==> src/rtl/jt49_pkg.sv <==
// Shared definitions for the PSG clock-enable chain: default ratio width,
// reset ratio constants and the ratio validity check.
package jt49_pkg;

    localparam int W_DEF   = 16;
    localparam int N_RESET = 1;
    localparam int M_RESET = 8;

    // A ratio is usable when both terms are non-zero and 2n <= m, which keeps
    // the accumulator below m and limits the producer to one tick per clk.
    function automatic logic ratio_ok(input logic [31:0] n, input logic [31:0] m);
        logic [32:0] n2;
        n2 = {n, 1'b0};
        return (n != 32'd0) && (m != 32'd0) && (n2 <= {1'b0, m});
    endfunction

endpackage

==> src/rtl/jt49_frac_acc.sv <==
// Fractional accumulator: adds 2n per enabled clk and wraps modulo m,
// flagging tick in the same clk as the wrap.
module jt49_frac_acc #(
    parameter int W = 16
) (
    input  logic         clk,
    input  logic         rst_n,
    input  logic         en,
    input  logic         clr,
    input  logic [W-1:0] n,
    input  logic [W-1:0] m,
    output logic         tick
);

    logic [W:0] acc;
    logic [W:0] sum;

    // With 2n <= m and acc < m the sum stays below 2m, so W+1 bits suffice.
    always_comb begin
        sum  = acc + {n, 1'b0};
        tick = en && (sum >= {1'b0, m});
    end

    always_ff @(posedge clk or negedge rst_n) begin
        if (!rst_n) begin
            acc <= '0;
        end else if (en) begin
            if (clr)
                acc <= '0;
            else if (tick)
                acc <= sum - {1'b0, m};
            else
                acc <= sum;
        end
    end

endmodule

==> src/rtl/jt49_frac_cen.sv <==
// Base chip clock-enable producer: cen/cenb at n/m pulses per clk each,
// with a shadowed runtime ratio that switches only on a cenb boundary.
module jt49_frac_cen
    import jt49_pkg::*;
#(
    parameter int W      = W_DEF,
    parameter int N_INIT = N_RESET,
    parameter int M_INIT = M_RESET
) (
    input  logic         clk,
    input  logic         rst_n,
    input  logic         en,
    input  logic         upd,
    input  logic [W-1:0] n_in,
    input  logic [W-1:0] m_in,
    output logic         cen,
    output logic         cenb,
    output logic         err,
    output logic         busy
);

    // Update handshake: upd is a single-clk strobe that is always taken.
    // A valid request clears err and raises busy until the ratio is applied;
    // an invalid one sets err and leaves both ratio and shadow untouched.

    logic [W-1:0] n_q, m_q;
    logic [W-1:0] n_sh, m_sh;
    logic         phase;
    logic         tick;
    logic         apply;
    logic         req_ok;

    always_comb begin
        req_ok = ratio_ok(32'(n_in), 32'(m_in));
        // Switch only on the tick that closes a cen/cenb pair.
        apply  = tick && phase && busy;
    end

    jt49_frac_acc #(.W(W)) u_acc (
        .clk   (clk),
        .rst_n (rst_n),
        .en    (en),
        .clr   (apply),
        .n     (n_q),
        .m     (m_q),
        .tick  (tick)
    );

    always_ff @(posedge clk or negedge rst_n) begin
        if (!rst_n) begin
            n_q   <= W'(N_INIT);
            m_q   <= W'(M_INIT);
            n_sh  <= W'(N_INIT);
            m_sh  <= W'(M_INIT);
            phase <= 1'b0;
            cen   <= 1'b0;
            cenb  <= 1'b0;
            err   <= 1'b0;
            busy  <= 1'b0;
        end else begin
            cen   <= tick && !phase;
            cenb  <= tick && phase;
            phase <= phase ^ tick;
            if (apply) begin
                n_q  <= n_sh;
                m_q  <= m_sh;
                busy <= 1'b0;
            end
            // A request landing on the apply clk re-arms busy with new data.
            if (upd) begin
                if (req_ok) begin
                    err  <= 1'b0;
                    n_sh <= n_in;
                    m_sh <= m_in;
                    busy <= 1'b1;
                end else begin
                    err  <= 1'b1;
                end
            end
        end
    end

endmodule

==> config.mk <==
export PLATFORM = sky130hd
export DESIGN_NAME = jt49_frac_cen
export DESIGN_NICKNAME = d
export VERILOG_FILES = /design/src/rtl/jt49_pkg.sv /design/src/rtl/jt49_frac_acc.sv /design/src/rtl/jt49_frac_cen.sv
export SDC_FILE = /design/constraint.sdc
export NUM_CORES = 1
export LEC_CHECK = 0
export BUFFER_PORTS_ARGS = -buffer_cell sky130_fd_sc_hd__buf_2
export CORE_MARGIN = 5
export CORE_UTILIZATION = 30
export DETAILED_ROUTE_END_ITERATION = 16
export PLACE_DENSITY = 0.53
export SYNTH_ARGS = -nofsm -noshare
export SYNTH_HDL_FRONTEND = slang
export SYNTH_SLANG_ARGS = --single-unit
==> constraint.sdc <==
create_clock -name clk -period 14.81 [get_ports clk]
set_input_delay 2.962 -clock clk [delete_from_list [all_inputs] [get_ports clk]]
set_output_delay 2.962 -clock clk [all_outputs]
set_load 0.02 [all_outputs]
Word level (Yosys, flattened, before mapping):

Cells that the tools add are included.

* input port bits: 36
* output and inout bits: 4
* logic and storage cells: 31
* bits in registers: 86

* $add $sub $neg: 2
* muxes and demuxes: 6
* order comparisons: 2
* bitwise logic cells: 1
* reductions and logical operators: 10

Operator list (count)
* 17-bit two-way mux: 2
* 16-bit nonzero test: 2
* 17-bit adder: 1
* 17-bit by 16-bit greater-or-equal comparator with 1-bit output: 1
* 17-bit by 16-bit less-or-equal comparator with 1-bit output: 1
* 17-bit by 16-bit subtractor with 17-bit output: 1
* 1-bit logical AND: 6
* 1-bit two-way mux: 4
* 2-bit AND reduction: 1
* 1-bit logical NOT: 1
* 1-bit XOR: 1

Depth between registers and ports, before layout:

Gate-level depths: netlist (run 1).

* depth in word-level cells: 8
* mapped depth: 23
* depth with buffers taken out: 22

Hierarchy:

Synthesis (run 1) repeated with hierarchy kept, for this count alone.

* cells, all modules: 506
* area, all modules: 5456.5 um2

By module, submodules not included
* jt49_frac_cen: times used 1, seq. area each 1731.7 um2, area each 3041.7 um2, cells an instance 217
* jt49_frac_acc: times used 1, seq. area each 425.4 um2, area each 2414.8 um2, cells an instance 289

Worst setup path before layout (run 1):

OpenSTA, ideal clock, no wires.

* path kind: input -> register
* start: input port m_in[6]
* end: register m_sh[10]
* data required time: 14.685 ns
* library setup time: 0.125 ns
* cell stages on the path: 10
* setup slack: 9.650 ns
* path buffers: 1
* arrival time: 5.035 ns
* cells stage by stage: inv_1 -> ha_1 -> a21o_1 -> a21o_1 -> a21oi_1 -> o21ai_0 -> a2111o_1 -> a21oi_2 -> buf_2 -> mux2_2

* word-level cells in the longest chain between the ends: 4
* elaborated cells between the ends (all ways): 5
* classes of those cells: order compare (1); reduce/logical (4)

RTL lines
* from (decl): RTL line jt49_frac_cen.sv:15 `input logic [W-1:0] m_in,`
* parallel branches: the longest is 2 deep, another holds 17-bit by 16-bit less-or-equal comparator with 1-bit output
* 1-bit logical AND (*): RTL line jt49_pkg.sv:14 `return (n != 32'd0) && (m != 32'd0) && (n2 <= {1'b0, m});`
* 2-bit AND reduction (no line) (*)
* to (signal assigned): RTL line jt49_frac_cen.sv:54 `m_sh <= W'(M_INIT);`
* to (signal assigned): RTL line jt49_frac_cen.sv:74 `m_sh <= m_in;`
* to (decl): RTL line jt49_frac_cen.sv:27 `logic [W-1:0] n_sh, m_sh;`

Every way passes the cells marked *.
A chain may end at the register's enable or synchronous reset.

Worst setup path in the final report (run 1):

* start: register n_q[0]
* end: register u_acc.acc[11]

* word-level cells in the longest chain between the ends: 6
* elaborated cells between the ends (all ways): 8
* classes of those cells: add/sub (2); order compare (1); mux (2); reduce/logical (3)

RTL lines
* from (decl): RTL line jt49_frac_cen.sv:26 `logic [W-1:0] n_q, m_q;`
* from (signal assigned): RTL line jt49_frac_cen.sv:51 `n_q <= W'(N_INIT);`
* from (signal assigned): RTL line jt49_frac_cen.sv:65 `n_q <= n_sh;`
* 17-bit adder (*): RTL line jt49_frac_acc.sv:20 `sum = acc + {n, 1'b0};`
* 17-bit by 16-bit greater-or-equal comparator with 1-bit output: RTL line jt49_frac_acc.sv:21 `tick = en && (sum >= {1'b0, m});`
* 1-bit logical AND: RTL line jt49_frac_acc.sv:21
* 1-bit logical AND (2 in series): RTL line jt49_frac_cen.sv:36 `apply = tick && phase && busy;`
* 17-bit two-way mux (*): RTL line jt49_frac_acc.sv:28 `if (clr)`
* to (signal assigned): RTL line jt49_frac_acc.sv:31 `acc <= sum - {1'b0, m};`
* to (signal assigned): RTL line jt49_frac_acc.sv:33 `acc <= sum;`
* to (decl): RTL line jt49_frac_acc.sv:15 `logic [W:0] acc;`

Every way passes the cells marked *; elsewhere a longest branch is shown, timed or not.

==> flow_summary_export.csv, run 1 <==
group,metric,value,unit
hold_path,holdPathStages,1,
yosys,synth_fa_ha_area_frac,0.1153,
floorplan,num_rows,49,
worst_setup_path,endpoint_kind,"register",
cts,post-cts-setup-buffers,0,
yosys,synthCells,541,
route,wl,13420,um
sta,timing.final.max_slew_violations,0,
worst_setup_path,r2r_slack,8.81,ns
place,hpwl,10360,um
cts,ctsHoldBuffers,0,
worst_setup_path,r2r-start,"n_q[0]$_DFFE_PN1N_",
sta,hold_violations,0,
route,antenna_left,0,
place,place_area,5996,um^2
cts,clk_pin_slew_worst_paths,0.06,ns
floorplan,die-area,21340,um^2
worst_setup_path,rr_endpoint,"u_acc.acc[11]$_DFFE_PN0P_",
grt,grt_pass1_vias,4276,
place,io_buffers,39,
grt,track_usage,0.1262,
hold_path,min_to,"m_q[0]$_DFFE_PN0N_",
cts,numCtsBuffers,9,
yosys,synth_top_family_by_area,"compound AO/OA/AOI/OAI gates",
layout,area_delta_synth_final,13.22,%
grt,grt.overflow.total,0,
sta,setup_viol,0,
yosys,yosys.area.top_type,"dfrtp_1",
route,wl_per_cell,16.55,um
yosys,synth_compound_area_frac,0.1557,
sta,worst_slack,8.811,ns
worst_setup_path,critical_path_class,"reg2reg",
route,firstDrtPassIters,4,
route,via_per_inst,5.248,
yosys,avgSynthCellArea,10.27,um^2
cts,clk_latency,0.33,ns
yosys,synth_cell_types,69,
yosys,ys_seq_area_frac,0.3884,
sta,slew_headroom,0.2411,
worst_setup_path,critPathArrivalTime,6.24,ns
place,post-place-ws,8.806,ns
place,routabilityCongestion,0.8832,
outcome,status,"complete, no violations",
layout,antenna-diode-count,0,
yosys,synth-seq-cells,86,
worst_setup_path,start_kind,"register",
layout,nets,663,
run,maxCapViolations,0,
worst_setup_path,worstPathRequired,15.06,ns
sta,worstMarginPinSlew,1.134,ns
worst_setup_path,crit_start,"n_q[0]$_DFFE_PN1N_",
yosys,ys_top_cells_by_count,"dfrtp_1, mux2_2, ha_1, inv_1, a21oi_1",
sta,fin_crit,5.999,ns
cts,cts_resized,0,
cts,htreeDepth,3,
yosys,synth-async-reset-ratio,1.000,
sta,fin_skew,0.004985,ns
floorplan,boundaryPins,40,
grt,antenna_found_initial,0,
yosys,synth_top_area_share,0.3695,
cts,clk_path_buf_depth,2,
cts,clockRootBuffer,"clkbuf_16",
sta,fin_crit_sh,0.4051,
route,first_iter_violations,327,
yosys,synth_edf_count,0,
sta,tns,0,ns
yosys,synthFlopType,"dfrtp_1",
yosys,synth_xor_area_frac,0.03920,
grt,grt_pass1_wl,22220,um
sta,rsz0062_at_grt,"no",
yosys,synth_mux_area_frac,0.1336,
worst_setup_path,crit_fanout,34,
yosys,yosys_warnings,0,
floorplan,coreArea,18090,um^2
worst_setup_path,r2r_cells,23,
layout,design_area,6289,um^2
hold_path,hold_path.class,"reg2reg",
route,vias,4256,
floorplan,die_h,146.1,um
yosys,synth.area.top_cells,"dfrtp_1, mux2_2, ha_1, inv_1, a21oi_1",
layout,utilization,0.3477,
layout,drive_above_1_share,0.2337,
yosys,netlist_area,5554,um^2
sta,fmax,166.7,MHz
floorplan,start_util,0.3071,
cts,cts.sinks,86,
hold_path,min_from,"m_sh[0]$_DFFE_PN0P_",
yosys,yosys.area_share.simple,0.1216,
cts,tritoncts,"yes",
route,drc_errors,0,
grt,grt_max_degree,87,
floorplan,die_w,146.1,um
yosys,synth.most_common_cell,"dfrtp_1",
yosys,syn-num-nets,627,
## flip-flops by register name, indices dropped and copies added, names as in the netlist
| name | cells |
|---|---|
| cen | 1 |
| cenb | 1 |
| n_sh | 16 |
| busy | 1 |
| m_sh | 16 |
| err | 1 |
| u_acc.acc | 17 |
| phase | 1 |
| m_q | 16 |
| n_q | 16 |
## worst max path at each step
stage / to / cells past startpoint
2_1_floorplan: m_sh[10]$_DFFE_PN0P_ / 10
3_3_place_gp: m_sh[14]$_DFFE_PN0P_ / 9
3_5_place_dp: u_acc.acc[11]$_DFFE_PN0P_ / 23
4_1_cts: u_acc.acc[11]$_DFFE_PN0P_ / 23
5_1_grt: u_acc.acc[11]$_DFFE_PN0P_ / 23
6_report: u_acc.acc[11]$_DFFE_PN0P_ / 23
## cells in the final DEF (no fill, tap or decap), types with 14 or more instances in the layout
cell type  count
nor2_1        26
a21o_1        15
nand2_1       29
dfrtp_1       82
inv_1         48
mux2_2        65
ha_1          48
nand4_1       16
a21oi_1       31
buf_2         38
o21ai_0       14
## stage by stage
step | instances | hold slack (ns)
after detailed placement | 795 | 0.4836
after global routing | 811 | 0.5194
after CTS | 811 | 0.5031
after floorplan | 541 | 0.4557
after global placement | 795 | 0.4730
final | 811 | 0.5014
## worst max-delay path, stage by stage, from the launching register on
cell and delay [ns]:
dfstp_2 0.54, ha_1 0.19, inv_1 0.06, fa_1 0.40, nor2b_1 0.18, o211ai_1 0.13, a21oi_1 0.36, a41oi_1 0.19
xnor2_1 0.23, ha_1 0.34, and3_1 0.24, nand2_1 0.12, nor2_1 0.08, a211o_1 0.31, or2_0 0.39, nor2_4 0.35
nor2_1 0.11, ha_1 0.24, nand2_1 0.07, buf_4 0.38, nand2_1 0.37, a221oi_1 0.32, nand4_1 0.14, o221ai_1 0.15
## cell families after synthesis
kind of cell | Yosys count
DFF | 86
xor gates and xnor gates | 24
buffers and inverters | 66
and+or+nand+nor | 130
muxes | 66
AOI/OAI and AO/OA | 119
adders and majority gates | 50
## per-layer routing
layer	vias to the layer above	global-route usage	routed length, um
met5	-	0	0
met4	0	0.03810	290
met3	23	0.02045	476
met2	106	0.1931	5887
met1	2074	0.1838	6769
li1	2053	-	-
## area by class of cell
type / instances / area, um^2
Inverter: 49 / 183.9
Tap cell: 229 / 286.5
Multi-Input combinational cell: 389 / 3148
Clock inverter: 5 / 60.06
Clock buffer: 11 / 232.7
Timing Repair Buffer: 42 / 220.2
Sequential cell: 86 / 2157
Fill cell: 1785 / 11800
Power of run 1 is not shown: default switching activity piles up to over one toggle a cycle in this logic, so the estimate is an artifact.
==> inputs of run 2 (changes only) <==
PLACE_DENSITY = 0.55   (was 0.53)
clock period = 5.29 ns   (was 14.81 ns; I/O delays follow)
==> flow_summary_export.csv, run 2 (synthesis results as in run 1) <==
group,metric,value,unit
route,first_iter_violations,219,
hold_path,hold_path.class,"reg2reg",
floorplan,boundaryPins,40,
route,vias,4370,
sta,fin_crit,4.997,ns
cts,numCtsBuffers,9,
route,antenna_left,0,
grt,antenna_found_initial,0,
layout,fillCellCount,1780,
floorplan,coreArea,18090,um^2
route,wl,14130,um
sta,worst_slack,0.2933,ns
layout,final_cell_mix,"dfrtp_1, mux2_2, inv_1, ha_1, buf_2",
cts,tritoncts,"yes",
run,maxCapViolations,0,
sta,fin_skew,0.009415,ns
grt,grt_pass1_wl,23530,um
sta,timing.final.max_slew_violations,0,
floorplan,start_util,0.3071,
worst_setup_path,start_kind,"register",
place,post-place-ws,0.09003,ns
layout,final_common_cell,"dfrtp_1",
grt,grt_max_degree,87,
cts,clk_pin_slew_worst_paths,0.07,ns
worst_setup_path,critPathArrivalTime,5.23,ns
floorplan,die-area,21340,um^2
sta,fmax,200.1,MHz
layout,area_delta_synth_final,16.06,%
cts,cts.sinks,86,
cts,htreeDepth,3,
sta,rsz0062_at_grt,"yes",
cts,clockRootBuffer,"clkbuf_16",
sta,fin_crit_sh,0.9446,
sta,fin_hold_ws,0.4959,ns
worst_setup_path,endpoint_kind,"register",
route,firstDrtPassIters,5,
worst_setup_path,critical_path_class,"reg2reg",
sta,slew_headroom,0.2066,
cts,clk_latency,0.35,ns
sta,hold_violations,0,
layout,nets,670,
sta,setup_viol,0,
place,hpwl,10600,um
outcome,status,"complete, no violations",
place,io_buffers,39,
cts,clk_path_buf_depth,2,
sta,tns,0,ns
layout,antenna-diode-count,0,
worst_setup_path,crit_fanout,33,
sta,worstMarginPinSlew,1.187,ns
worst_setup_path,worstPathRequired,5.52,ns
floorplan,die_h,146.1,um
grt,grt.overflow.total,0,
floorplan,die_w,146.1,um
route,drc_errors,0,
grt,grt_pass1_vias,4549,
layout,largest_reg_flops,17,
floorplan,num_rows,49,
route,via_per_inst,5.342,
route,wl_per_cell,17.27,um
grt,track_usage,0.1368,
place,routabilityCongestion,0.8909,
layout,regMostFlops,"u_acc.acc",
layout,drive_above_1_share,0.2581,
## run 2: final timing paths
| check | cells past startpoint | start | to | slack (ns) |
|---|---|---|---|---|
| min in group asynchronous | 1 | rst_n | n_sh[1]$_DFFE_PN0P_ | 0.91 |
| worst min-delay path | 1 | n_sh[15]$_DFFE_PN0P_ | n_q[15]$_DFFE_PN0N_ | 0.50 |
| worst max register to register | 21 | n_q[0]$_DFFE_PN1N_ | n_q[7]$_DFFE_PN0N_ | 0.29 |
| worst max-delay path | 21 | n_q[0]$_DFFE_PN1N_ | n_q[7]$_DFFE_PN0N_ | 0.29 |
| worst min register to register | 1 | n_sh[15]$_DFFE_PN0P_ | n_q[15]$_DFFE_PN0N_ | 0.50 |
| max in group asynchronous | 1 | rst_n | u_acc.acc[15]$_DFFE_PN0P_ | 3.69 |
## run 2: cell type report
type                       count  area (um^2)  share of cell area
tap                          229        286.5             0.04445
timing repair buffer          49        280.3             0.04348
inverter                      49        183.9             0.02853
clock buffer                   9        225.2             0.03494
multi-input combinational    389         3186              0.4942
sequential                    86         2157              0.3346
clock inverter                 7        127.6             0.01980
## run 2: critical path, cell delays in order (launching register included)
cell and delay [ns]:
dfstp_2 0.54, ha_1 0.20, inv_1 0.07, fa_1 0.42
nor2b_2 0.16, o211ai_1 0.13, a21oi_2 0.26, buf_4 0.15
o31a_1 0.17, xor2_1 0.20, ha_1 0.31, and2_1 0.19
nand2_1 0.16, nor2_1 0.08, a211o_1 0.32, or2_0 0.27
nor2_4 0.13, nor2_1 0.07, ha_1 0.24, nand2_1 0.14
buf_8 0.26, mux2_2 0.38
## run 2: per-layer routing
metal | up-vias | global-route usage | share of wire
met1 | 2164 | 0.1870 | 0.48
met5 | - | 0 | 0
met4 | 0 | 0.06021 | 0.029
met3 | 28 | 0.02231 | 0.034
li1 | 2081 | - | -
met2 | 97 | 0.2145 | 0.46
## run 2: through the flow
| step | std cells | utilization | cell area (um^2) |
|---|---|---|---|
| 2_1_floorplan | 541 | - | 5554 |
| 3_3_place_gp | 800 | 0.3336 | 6033 |
| 3_5_place_dp | 800 | 0.3336 | 6033 |
| 4_1_cts | 816 | 0.3531 | 6386 |
| 5_1_grt | 818 | 0.3564 | 6446 |
| 6_report | 818 | 0.3564 | 6446 |
## run 2: repair_timing
| item | CTS | global route |
|---|---|---|
| endpoints found under the setup margin | 0 | 49 |
| hold buffers | 0 | 0 |
| resized for setup | 0 | 11 |
| setup buffers | 0 | 2 |
| hold endpoints to repair | 0 | 0 |
Power of run 2 is left out for the same reason.
